### config.mk
export PLATFORM = sky130hd
export DESIGN_NAME = pwl_act_pipe
export DESIGN_NICKNAME = d
export VERILOG_FILES = /design/src/rtl/pwl_act_pipe.sv
export SDC_FILE = /design/constraint.sdc
export NUM_CORES = 1
export LEC_CHECK = 0
export CAP_MARGIN = 30
export CORE_ASPECT_RATIO = 1.1
export CORE_MARGIN = 2
export CORE_UTILIZATION = 45
export DETAILED_ROUTE_END_ITERATION = 7
export GPL_TIMING_DRIVEN = 0
export HOLD_SLACK_MARGIN = 0.03
export PLACE_DENSITY = 0.72
export SLEW_MARGIN = 25
export SYNTH_ARGS = -nofsm -noshare
export SYNTH_HDL_FRONTEND = slang
export SYNTH_SLANG_ARGS = --single-unit
### constraint.sdc
create_clock -name clk_i -period 16.7 [get_ports clk_i]
set_input_delay 3.34 -clock clk_i [delete_from_list [all_inputs] [get_ports clk_i]]
set_output_delay 3.34 -clock clk_i [all_outputs]
set_load 0.02 [all_outputs]
### src/rtl/pwl_act_pipe.sv
// pwl_act_pipe: three-stage, multi-lane piecewise-linear activation unit.
// Lane math: S1 forms x+ONE / x-ONE, S2 takes magnitudes, S3 combines per mode
// and narrows to WIDTH bits. Define PWL_SAT_EN to clamp the result, raise the
// per-lane out_sat_o flags and build the saturation-event counter; without it
// the result wraps and out_sat_o / sat_cnt_o are tied to zero.
module pwl_act_pipe #(
    parameter int unsigned WIDTH = 9,
    parameter int unsigned LANES = 4,
    parameter int unsigned FRAC  = 0,
    parameter int unsigned CNT_W = 16
) (
    input  logic                     clk_i,
    input  logic                     rst_i,
    input  logic                     in_valid_i,
    output logic                     in_ready_o,
    input  logic [1:0]               in_mode_i,
    input  logic [LANES*2*WIDTH-1:0] in_data_i,
    output logic                     out_valid_o,
    input  logic                     out_ready_i,
    output logic [LANES*WIDTH-1:0]   out_data_o,
    output logic [LANES-1:0]         out_sat_o,
    output logic [CNT_W-1:0]         sat_cnt_o,
    input  logic                     sat_clr_i
);

    localparam int unsigned InW = 2 * WIDTH;
    localparam int unsigned XW  = InW + 1;  // x +/- ONE never wraps at this width
    localparam int unsigned SW  = InW + 2;  // |xp| + |xm| never wraps at this width

    localparam logic [XW-1:0]        One    = XW'(1) << FRAC;
    localparam logic [XW-1:0]        XInc   = XW'(1);
    localparam logic signed [SW-1:0] SatMax = SW'((1 << (WIDTH - 1)) - 1);
    localparam logic signed [SW-1:0] SatMin = SW'(-(1 << (WIDTH - 1)));

    logic                            adv;

    logic                            s1_valid_q;
    logic [1:0]                      s1_mode_q;
    logic [LANES-1:0][InW-1:0]       s1_x_q;
    logic [LANES-1:0][XW-1:0]        s1_xp_q, s1_xm_q, s1_xp_d, s1_xm_d;

    logic                            s2_valid_q;
    logic [1:0]                      s2_mode_q;
    logic [LANES-1:0][InW-1:0]       s2_x_q;
    logic [LANES-1:0][XW-1:0]        s2_ap_q, s2_am_q, s2_ap_d, s2_am_d;

    logic [LANES-1:0][SW-1:0]        s3_r;
    logic                            out_valid_q;
    logic [LANES-1:0][WIDTH-1:0]     out_data_q, out_data_d;

    // Single global stall: everything moves unless a held output is refused.
    assign adv         = !out_valid_q || out_ready_i;
    assign in_ready_o  = adv;
    assign out_valid_o = out_valid_q;
    assign out_data_o  = out_data_q;

    // S1 next-state: sign-extend each lane and form x+ONE and x-ONE.
    always_comb begin
        s1_xp_d = '0;
        s1_xm_d = '0;
        for (int k = 0; k < LANES; k++) begin
            s1_xp_d[k] = {in_data_i[k*InW+InW-1], in_data_i[k*InW +: InW]} + One;
            s1_xm_d[k] = {in_data_i[k*InW+InW-1], in_data_i[k*InW +: InW]} - One;
        end
    end

    // S2 next-state: magnitudes of the two offset terms.
    always_comb begin
        s2_ap_d = '0;
        s2_am_d = '0;
        for (int k = 0; k < LANES; k++) begin
            s2_ap_d[k] = s1_xp_q[k][XW-1] ? (~s1_xp_q[k] + XInc) : s1_xp_q[k];
            s2_am_d[k] = s1_xm_q[k][XW-1] ? (~s1_xm_q[k] + XInc) : s1_xm_q[k];
        end
    end

    // S3 combine: per-mode result at full width, before narrowing.
    always_comb begin
        logic signed [SW-1:0] sum;
        logic signed [SW-1:0] diff;
        logic signed [SW-1:0] xs;
        sum  = '0;
        diff = '0;
        xs   = '0;
        s3_r = '0;
        for (int k = 0; k < LANES; k++) begin
            sum  = {1'b0, s2_ap_q[k]} + {1'b0, s2_am_q[k]};
            diff = {1'b0, s2_ap_q[k]} - {1'b0, s2_am_q[k]};
            xs   = {{2{s2_x_q[k][InW-1]}}, s2_x_q[k]};
            unique case (s2_mode_q)
                2'd0:    s3_r[k] = sum >>> 1;
                2'd1:    s3_r[k] = diff >>> 1;
                2'd2:    s3_r[k] = xs[SW-1] ? '0 : xs;
                default: s3_r[k] = xs;
            endcase
        end
    end

`ifdef PWL_SAT_EN
    logic [LANES-1:0] out_sat_q, out_sat_d;
    logic [CNT_W-1:0] sat_cnt_q, sat_cnt_d;

    assign out_sat_o = out_sat_q;
    assign sat_cnt_o = sat_cnt_q;

    // Narrow with clamping; flag every lane that was clamped.
    always_comb begin
        out_data_d = '0;
        out_sat_d  = '0;
        for (int k = 0; k < LANES; k++) begin
            if ($signed(s3_r[k]) > SatMax) begin
                out_data_d[k] = SatMax[WIDTH-1:0];
                out_sat_d[k]  = 1'b1;
            end else if ($signed(s3_r[k]) < SatMin) begin
                out_data_d[k] = SatMin[WIDTH-1:0];
                out_sat_d[k]  = 1'b1;
            end else begin
                out_data_d[k] = s3_r[k][WIDTH-1:0];
            end
        end
    end

    // Saturation flags travel with the output stage.
    always_ff @(posedge clk_i or posedge rst_i) begin
        if (rst_i) begin
            out_sat_q <= '0;
        end else if (adv) begin
            out_sat_q <= out_sat_d;
        end
    end

    // Count transferred beats with any clamped lane; clear wins, no wrap.
    always_comb begin
        sat_cnt_d = sat_cnt_q;
        if (sat_clr_i) begin
            sat_cnt_d = '0;
        end else if (out_valid_q && out_ready_i && (|out_sat_q) && (sat_cnt_q != '1)) begin
            sat_cnt_d = sat_cnt_q + CNT_W'(1);
        end
    end

    // Saturation counter register.
    always_ff @(posedge clk_i or posedge rst_i) begin
        if (rst_i) begin
            sat_cnt_q <= '0;
        end else begin
            sat_cnt_q <= sat_cnt_d;
        end
    end
`else
    logic unused_sat_clr;
    logic unused_s3_hi;

    assign out_sat_o      = '0;
    assign sat_cnt_o      = '0;
    assign unused_sat_clr = sat_clr_i;
    assign unused_s3_hi   = ^s3_r;

    // Narrow by two's-complement truncation.
    always_comb begin
        out_data_d = '0;
        for (int k = 0; k < LANES; k++) begin
            out_data_d[k] = s3_r[k][WIDTH-1:0];
        end
    end
`endif

    // Pipeline registers: all stages shift together on adv.
    always_ff @(posedge clk_i or posedge rst_i) begin
        if (rst_i) begin
            s1_valid_q  <= 1'b0;
            s1_mode_q   <= '0;
            s1_x_q      <= '0;
            s1_xp_q     <= '0;
            s1_xm_q     <= '0;
            s2_valid_q  <= 1'b0;
            s2_mode_q   <= '0;
            s2_x_q      <= '0;
            s2_ap_q     <= '0;
            s2_am_q     <= '0;
            out_valid_q <= 1'b0;
            out_data_q  <= '0;
        end else if (adv) begin
            s1_valid_q  <= in_valid_i;
            s1_mode_q   <= in_mode_i;
            s1_x_q      <= in_data_i;
            s1_xp_q     <= s1_xp_d;
            s1_xm_q     <= s1_xm_d;
            s2_valid_q  <= s1_valid_q;
            s2_mode_q   <= s1_mode_q;
            s2_x_q      <= s1_x_q;
            s2_ap_q     <= s2_ap_d;
            s2_am_q     <= s2_am_d;
            out_valid_q <= s2_valid_q;
            out_data_q  <= out_data_d;
        end
    end

endmodule

==> metrics list, run 1 <==
- Reg area: 7082 um2
* Max-cap check violation count: 0
- GR Util met3: 3.954%
- The critical path goes through clkdlybuf4s50_1 -> nor2b_1 -> clkbuf_1 -> inv_1 -> buf_1 -> buf_1 -> clkdlybuf4s50_1.
* Worst hold start: s2_x_q[43]$_DFFE_PP0P_
* Terminus of the critical flop-to-flop path: out_data_o[3]$_DFFE_PP0P_
- Tmin final: 9609 ps
- In this run the clock root is driven by a clkbuf_16.
- In this run the worst path has a maximum fanout of 10.
* CP Buf/Inv Count: 6
* Share of flip-flops with an asynchronous set or reset after synthesis: 100.0%
- The final layout contains 2058 nets.
- Instance count along the most critical hold path: 2
- Mean cell area of the mapped netlist: 8.663 um2
- For this design the ratio of total power to cell area is 206.2 nW/um2.
* Overall Power: 3.736 mW
- Quantity of hold-fixing buffers added after cts: 0
- For hold timing, the worst endpoint is s2_x_q[43]$_DFFE_PP0P_.
- Once layout is done, the placed cells without fillers occupy 18120 um2.
- At the pin with the least slew margin, the transition time is 1021 ps.
- Final worst-path cycle share: 57.54%
- Worst R2R Setup Slack: 12760 ps
* Overall overflow remaining after global route: 0
* Final wirelength: 45900 um
- For the worst setup path, the data arrival time is 6270 ps.
* Initial Utilization: 45.39%
* Result of the run: complete, no violations
* Count of routing violations after the opening detailed-route iteration: 1153
- Ratio of routed vias to standard cells: 5.585
- Cells after synthesis: 1778
- Number of max-slew violations in the final report: 0
- The startpoint identified for the worst register-to-register timing path is s2_mode_q[0]$_DFFE_PP0P_.
* Number of primary I/O pins: 137
- Number of setup buffers added after CTS: 0
- Average wire length per cell after detail routing: 19.26 um
* Count of standard-cell rows: 71
- GR peak layer: met2
- Final Hold Violating Endpoints: 0
- Inserted Clock Buffers: 29
* Register bit total from synthesis: 283
- In this run the number of H-tree levels came out at 1.
- Number of global-route vias before repair: 12960
- Post-route antenna net violation count: 0
* Worst R2R Path Depth: 11
- Once placement finished, the instance area stood at 17020 um2.
- Largest stage delay, worst path: 780 ps
- Timing would allow up to 0.1041 GHz.
- Detailed Routing Iterations Pass 1: 7
- Among cell families on the critical path, the largest total delay comes from buffers and inverters.
* # resized after CTS: 0
- M2 GR Usage: 42.15%
- Headroom to the max-slew limit came out at 31.93%.
- The share of the Yosys chip area taken by registers is 45.98%.
- Number of enable flip-flop cells after synthesis: 0
* Startpoint-to-endpoint class of the critical path: in2out
- The cell area that synthesis handed to floorplanning was 15400 um2.
- Once detailed placement completed, the half-perimeter wirelength came to 33620 um.
* Setup TNS after final layout: 0 ps
* Data required time at the worst endpoint: 13360 ps
- Number of inserted diodes: 0
* Count of final setup violators: 0
* Layout cell share with drive strength beyond 1: 4.370%
* First-pass GRT wire length: 71430 um
* Post-route insts no fill: 2383
* Max Root-Sink Buffers: 3
- Summing all multi-input logic gate instances after layout gives 7652 um2.
- Category of the worst setup path launch point: input pin
- Area of the core: 33940 um2
* Synth Warn #: 0
- In the synthesized netlist the dominant register cell turns out to be dfrtp_1.
* Port Buf Inserts: 91
- Including well taps, the total number of placed cells is 2329.
* Number of distinct library cell variants in the gate-level netlist after synthesis: 50
- The number of antenna violations at the first check in global routing was 0.
- At the later pin of the worst-skew pair, clock insertion delay measures 560 ps.
- VDD IR max: 0.1081 mV
* FILL cells: 3112
* Clock transition at the registers of the reported paths: 60 ps
- Maximum number of pins on one net before global-route repair: 85
- STA classifies the critical path endpoint as an output pin.
- The largest individual stage delay along the critical path comes from the cell buf_1.
* Hold Crit Class: reg2reg
- The floorplan step set the die width to 180.4 um.
* CTS tree: yes
* Remaining design rule violation count: 0
- Final RePlAce weighted congestion: 0.9198
- CTS saw 283 sinks.
* Unrepaired setup endpoints after global routing: false
- For this run, the total global-route usage over all layers was measured as 25.59%.
- From synthesis to final layout, the design area changed by 17.64%.
* Area of the die: 35720 um2
- For this run, global-route usage on met1 was measured as 33.22%.
- On the final layout, the worst clock skew is 14.68 ps.
- In this run the vertical extent of the chip is 198.0 um.
- Vias after detailed routing: 13310
- Pleak: 7.980 nW
-- cell usage in the layout, fill, tap and decap left out, types with 4 or more instances in the layout --
cell type	n
nand2_1	435
dfrtp_1	283
o21ai_0	183
nor2_1	103
xor2_1	100
clkbuf_1	96
clkdlybuf4s50_1	91
xnor2_1	80
a21oi_1	79
ha_1	56
inv_1	51
o31ai_1	33
clkbuf_16	29
nor3_1	27
nand3_1	21
buf_4	21
nor2b_1	20
conb_1	20
o41ai_1	17
a31oi_1	16
nor4_1	15
and3_1	14
nand2b_1	13
or3_1	13
nand4_1	12
o21a_1	12
a21boi_0	9
a21o_1	8
mux2i_1	8
nor3b_1	7
clkbuf_8	7
bufinv_16	7
nand3b_1	5
buf_1	4
a221oi_1	4
o22ai_1	4
o22a_1	4
clkinv_2	4
-- registers in the layout, indices dropped and copies added (netlist names) --
signal / cells
s2_valid_q: 1
s2_x_q: 40
s2_am_q: 36
out_data_o: 36
out_valid_o: 1
s1_xm_q: 40
s1_valid_q: 1
s1_x_q: 40
s2_ap_q: 40
s1_mode_q: 2
s1_xp_q: 44
s2_mode_q: 2
-- Yosys cell counts (3+ instances only) --
master	count	area share, %
mux2i_1	8	0.52
a21boi_0	9	0.44
nand4_1	12	0.49
xor2_1	100	5.7
o41ai_1	17	0.97
buf_4	21	1.0
a31oi_1	16	0.65
a22oi_1	3	0.15
inv_1	52	1.3
nand2_1	435	11
or3_1	13	0.53
a21o_1	8	0.39
a41oi_1	3	0.17
and3_1	14	0.57
a21oi_1	79	2.6
nand2b_1	13	0.53
o21a_1	12	0.58
o31ai_1	33	1.6
nor3_1	27	0.88
a221oi_1	4	0.23
nand3_1	21	0.68
nor2b_1	20	0.81
nor3b_1	7	0.34
nor2_1	103	2.5
o21ai_0	183	5.9
clkbuf_1	92	2.2
dfrtp_1	283	46
o22ai_1	4	0.16
buf_1	4	0.097
o22a_1	4	0.23
nand3b_1	5	0.24
nor4_1	15	0.61
xnor2_1	80	4.5
ha_1	56	4.5
-- worst max-delay path by stage --
stage	startpoint	to	slack [ps]	cells after the start
3_3_place_gp	rst_i	s1_xm_q[9]$_DFFE_PP0P_	2140	2
3_5_place_dp	out_ready_i	in_ready_o	7170	7
2_1_floorplan	rst_i	out_data_o[0]$_DFFE_PP0P_	5550	1
6_report	out_ready_i	in_ready_o	7090	7
5_1_grt	out_ready_i	in_ready_o	6990	7
4_1_cts	out_ready_i	in_ready_o	7160	7
-- cell type report --
type / instances / area share [%]
clock inverter: 13 / 1.353
timing repair buffer: 95 / 5.566
multi-input combinational: 1341 / 42.23
inverter: 52 / 1.119
buffer: 121 / 3.004
sequential: 283 / 39.08
tap: 438 / 3.024
clock buffer: 40 / 4.620
-- layer usage --
layer | vias to the layer above | part of all wire, %
met5 | - | 0
met4 | 0 | 4.8
met3 | 125 | 7.1
met2 | 507 | 46
met1 | 6435 | 42
li1 | 6241 | -
-- where the power goes --
group,internal [mW],switching [mW]
clock network,0.456,0.281
registers,0.946,0.221
logic,0.752,1.08
-- through the flow --
stage	worst slack [ps]	util (%)	hold slack, ps
3_5_place_dp	7172	50.16	450.6
6_report	7091	53.40	465.1
5_1_grt	6986	53.40	483.5
2_1_floorplan	5553	-	430.0
3_3_place_gp	2136	49.90	444.6
4_1_cts	7160	53.35	463.9
-- kinds of logic after synthesis --
family	Yosys count	synth area share [%]
AND/OR/NAND/NOR	694	19.33
AO/OA/AOI/OAI	382	14.49
flip-flops	283	45.98
XOR/XNOR	180	10.24
buffers and inverters	173	4.801
adder cells (fa/ha/maj)	56	4.549
multiplexers	9	0.5930
other	1	0.02435
-- worst min-delay path: stages, from the launching register on --
cell,delay [ps]
dfrtp_1,340
nand2_1,50
nand2_1,50
(Power assumes the default switching activity.)
==> inputs of run 2 (changes only) <==
Clock period 16.7 ns to 9.8 ns, I/O delays scaled along.
==> results of run 2 <==
Same layout as run 1 (identical final DEF). Status: complete, no violations.
Among the figures that moved: setup slack after placement 7172 ps -> 3032 ps; setup slack after layout 7091 ps -> 2951 ps; register-to-register setup slack 12760 ps -> 5860 ps; total power 3.736 mW -> 6.367 mW; worst IR drop on VDD 0.1081 mV -> 0.1842 mV
==> inputs of run 3 (changes only) <==
Clock period 9.8 ns to 7 ns, I/O delays scaled along.
==> metrics list, run 3 (same netlist as run 1, synthesis figures left out) <==
- Result of the run: complete, no violations
- List of cells traversed by the critical path: clkdlybuf4s50_1 -> nor2b_1 -> clkbuf_1 -> inv_1 -> buf_1 -> buf_1 -> clkdlybuf4s50_1
- Summed over all cells, the static leakage comes to 8.018 nW.
- Number of primary I/O pins: 137
- The critical path in this run is classified as in2out.
* CTS tree: yes
* Ratio of routed vias to standard cells: 5.575
- Crit path max fanout: 10
* Clock transition at the registers of the reported paths: 60 ps
* Slowest cell on the critical path: buf_1
* First-pass GRT wire length: 72050 um
- The worst setup path is captured at an output pin.
* Hpwl dp: 34110 um
- Cell class contributing the biggest share of worst-path delay: buffers and inverters
* Register containing the most flip-flops in the final layout: s1_xp_q
* CP Buf/Inv Count: 6
* Overall overflow remaining after global route: 0
* # resized after CTS: 0
- The number of antenna violations at the first check in global routing was 2.
- Post-route insts no fill: 2389
- After layout, the worst setup slack is 1187 ps.
- The library cell used most frequently in the layout, excluding fill and tap cells, is nand2_1.
* Initial Utilization: 45.39%
- The min-delay analysis places its worst path in the category reg2reg.
- Dividing the detail-routed wire length by the instance count gives 19.22 um.
- The clock arrives with 26.79 ps of skew.
- For this design, the sink count on the clock tree is 283.
- Counting the fill cells in the layout gives 3119.
- Area of the core: 33940 um2
- Layout cell share with drive strength beyond 1: 4.562%
- The largest single stage delay on the critical path is 830 ps.
- The worst setup path is launched from an input pin.
- VDD IR max: 0.2481 mV
* Worst-case hold slack: 464.8 ps
* Global routing usage summed across all routing layers: 25.70%
- In this run the deepest clock path goes through 3 buffers.
* Highest clock frequency the design can meet: 0.1720 GHz
* Quantity of hold-fixing buffers added after cts: 0
* Die extent in y: 198.0 um
- For the pin with the worst max-slew slack, the measured transition is 1079 ps.
- Combinational logic burns 49.4% of the power.
- The via count of the first global-routing pass was 13100.
- Setup violations remaining at the end of the flow were counted as 0.
- Area of the die: 35720 um2
- Remaining design rule violation count: 0
- Entering global routing, the biggest net connects 34 pins.
* Sequential power share: 31.4%
* Vias after detailed routing: 13320
- The initialized floorplan defines 71 standard-cell rows.
* Clock share of power: 19.3%
- Subtracting the final worst setup slack from the clock period gives 5813 ps.
* Die width: 180.4 um
- Setup repair after global routing left no endpoint under its margin.
- The congestion estimate from routability-driven global placement came to 0.9001.
- Switch Pwr: 3.786 mW
* Data required time at the worst endpoint: 5600 ps
- Proportion of total power due to net switching: 42.66%
- Count of routing violations after the opening detailed-route iteration: 1035
- The register with the most flip-flops in the layout has 44 of them.
* Final-stage net count: 2065
- CTS built an H-tree with a depth of 1.
* Cell chosen for the clock root: clkbuf_16
* Inserted Clock Buffers: 30
* Final wirelength: 45920 um
* Max-cap check violation count: 0
* Final Hold Violating Endpoints: 0
- From synthesis to final layout, the design area changed by 18.22%.
* Port Buf Inserts: 91
* Total power density per cell area: 487.3 nW/um2
- Internal power consumption: 5.088 mW
* Data arrival time of the worst path: 4410 ps
- Placed cell count: 2336
- Most used cells in the layout excluding fill and tap cells: nand2_1, dfrtp_1, o21ai_0
* Final worst-path cycle share: 83.04%
- Number of inserted diodes: 0
- Once the clock tree was built, the setup fixing pass inserted 0 buffers.
* Insertion delay of the later-clocked pin in the worst-skew pair: 580 ps
* Slew headroom: 28.04%
- The first TritonRoute pass finished after 5 iterations.
- The detail route stage leaves a number of antenna-violating nets equal to 0.
* Pre-CTS worst setup slack: 1270 ps
- The number of slew-limit violations in the final report came to 0.
## run 3: cell count changes in the layout (fill, tap and decap cells not counted), sizes merged
cell,change
bufinv,-2
inv,-1
buf,+6
clkbuf,+3
## run 3: routing by layer
| layer | part of all wire (%) | up-vias | global-route usage [%] |
|---|---|---|---|
| met5 | 0.044 | - | 0 |
| met4 | 4.9 | 4 | 12.22 |
| met3 | 7.2 | 133 | 4.414 |
| met2 | 46 | 534 | 42.38 |
| met1 | 42 | 6388 | 33.04 |
| li1 | - | 6260 | - |
## run 3: layout make-up
class	count	area, um2	area share (%)
Tap cell	438	548.0	3.010
Clock buffer	43	859.6	4.721
Multi-Input combinational cell	1341	7652	42.03
Inverter	52	198.9	1.093
Timing Repair Buffer	101	1134	6.226
Clock inverter	10	188.9	1.038
Sequential cell	283	7082	38.89
Buffer	121	545.5	2.996
## run 3: path summary, 6_finish.rpt
path / cells after the start / startpoint / end / slack [ps]
worst min register to register: 2 / s2_x_q[26]$_DFFE_PP0P_ / s2_x_q[26]$_DFFE_PP0P_ / 460
max in group asynchronous: 6 / rst_i / out_data_o[17]$_DFFE_PP0P_ / 4610
worst max register to register: 11 / s2_mode_q[0]$_DFFE_PP0P_ / out_data_o[3]$_DFFE_PP0P_ / 2950
worst min-delay path: 2 / s2_x_q[26]$_DFFE_PP0P_ / s2_x_q[26]$_DFFE_PP0P_ / 460
worst max-delay path: 7 / out_ready_i / in_ready_o / 1190
min in group asynchronous: 2 / rst_i / s1_xp_q[42]$_DFFE_PP0P_ / 1220
## run 3: tightest hold or removal path, cell delays in order, from the launching register on
cell	delay, ps
dfrtp_1	340
nand2_1	50
nand2_1	50
## run 3: metrics by stage
step           instance area [um2]  setup TNS, ps  power, mW  utilization, %
6_report                     18210              0      8.874           53.66
5_1_grt                      18210              0      9.486           53.66
4_1_cts                      18210              0      8.839           53.65
3_5_place_dp                 17160              0      7.107           50.56
3_3_place_gp                 16940         -16740      6.952           49.91
2_1_floorplan                15480              0      5.703               -
## run 3: power groups by stage
stage	Sequential [mW]	Combinational, mW	Clock [mW]
6_report	2.78	4.38	1.71
5_1_grt	2.85	4.84	1.79
4_1_cts	2.77	4.35	1.72
3_5_place_dp	2.80	4.31	0
3_3_place_gp	2.77	4.18	0
2_1_floorplan	2.76	2.94	0
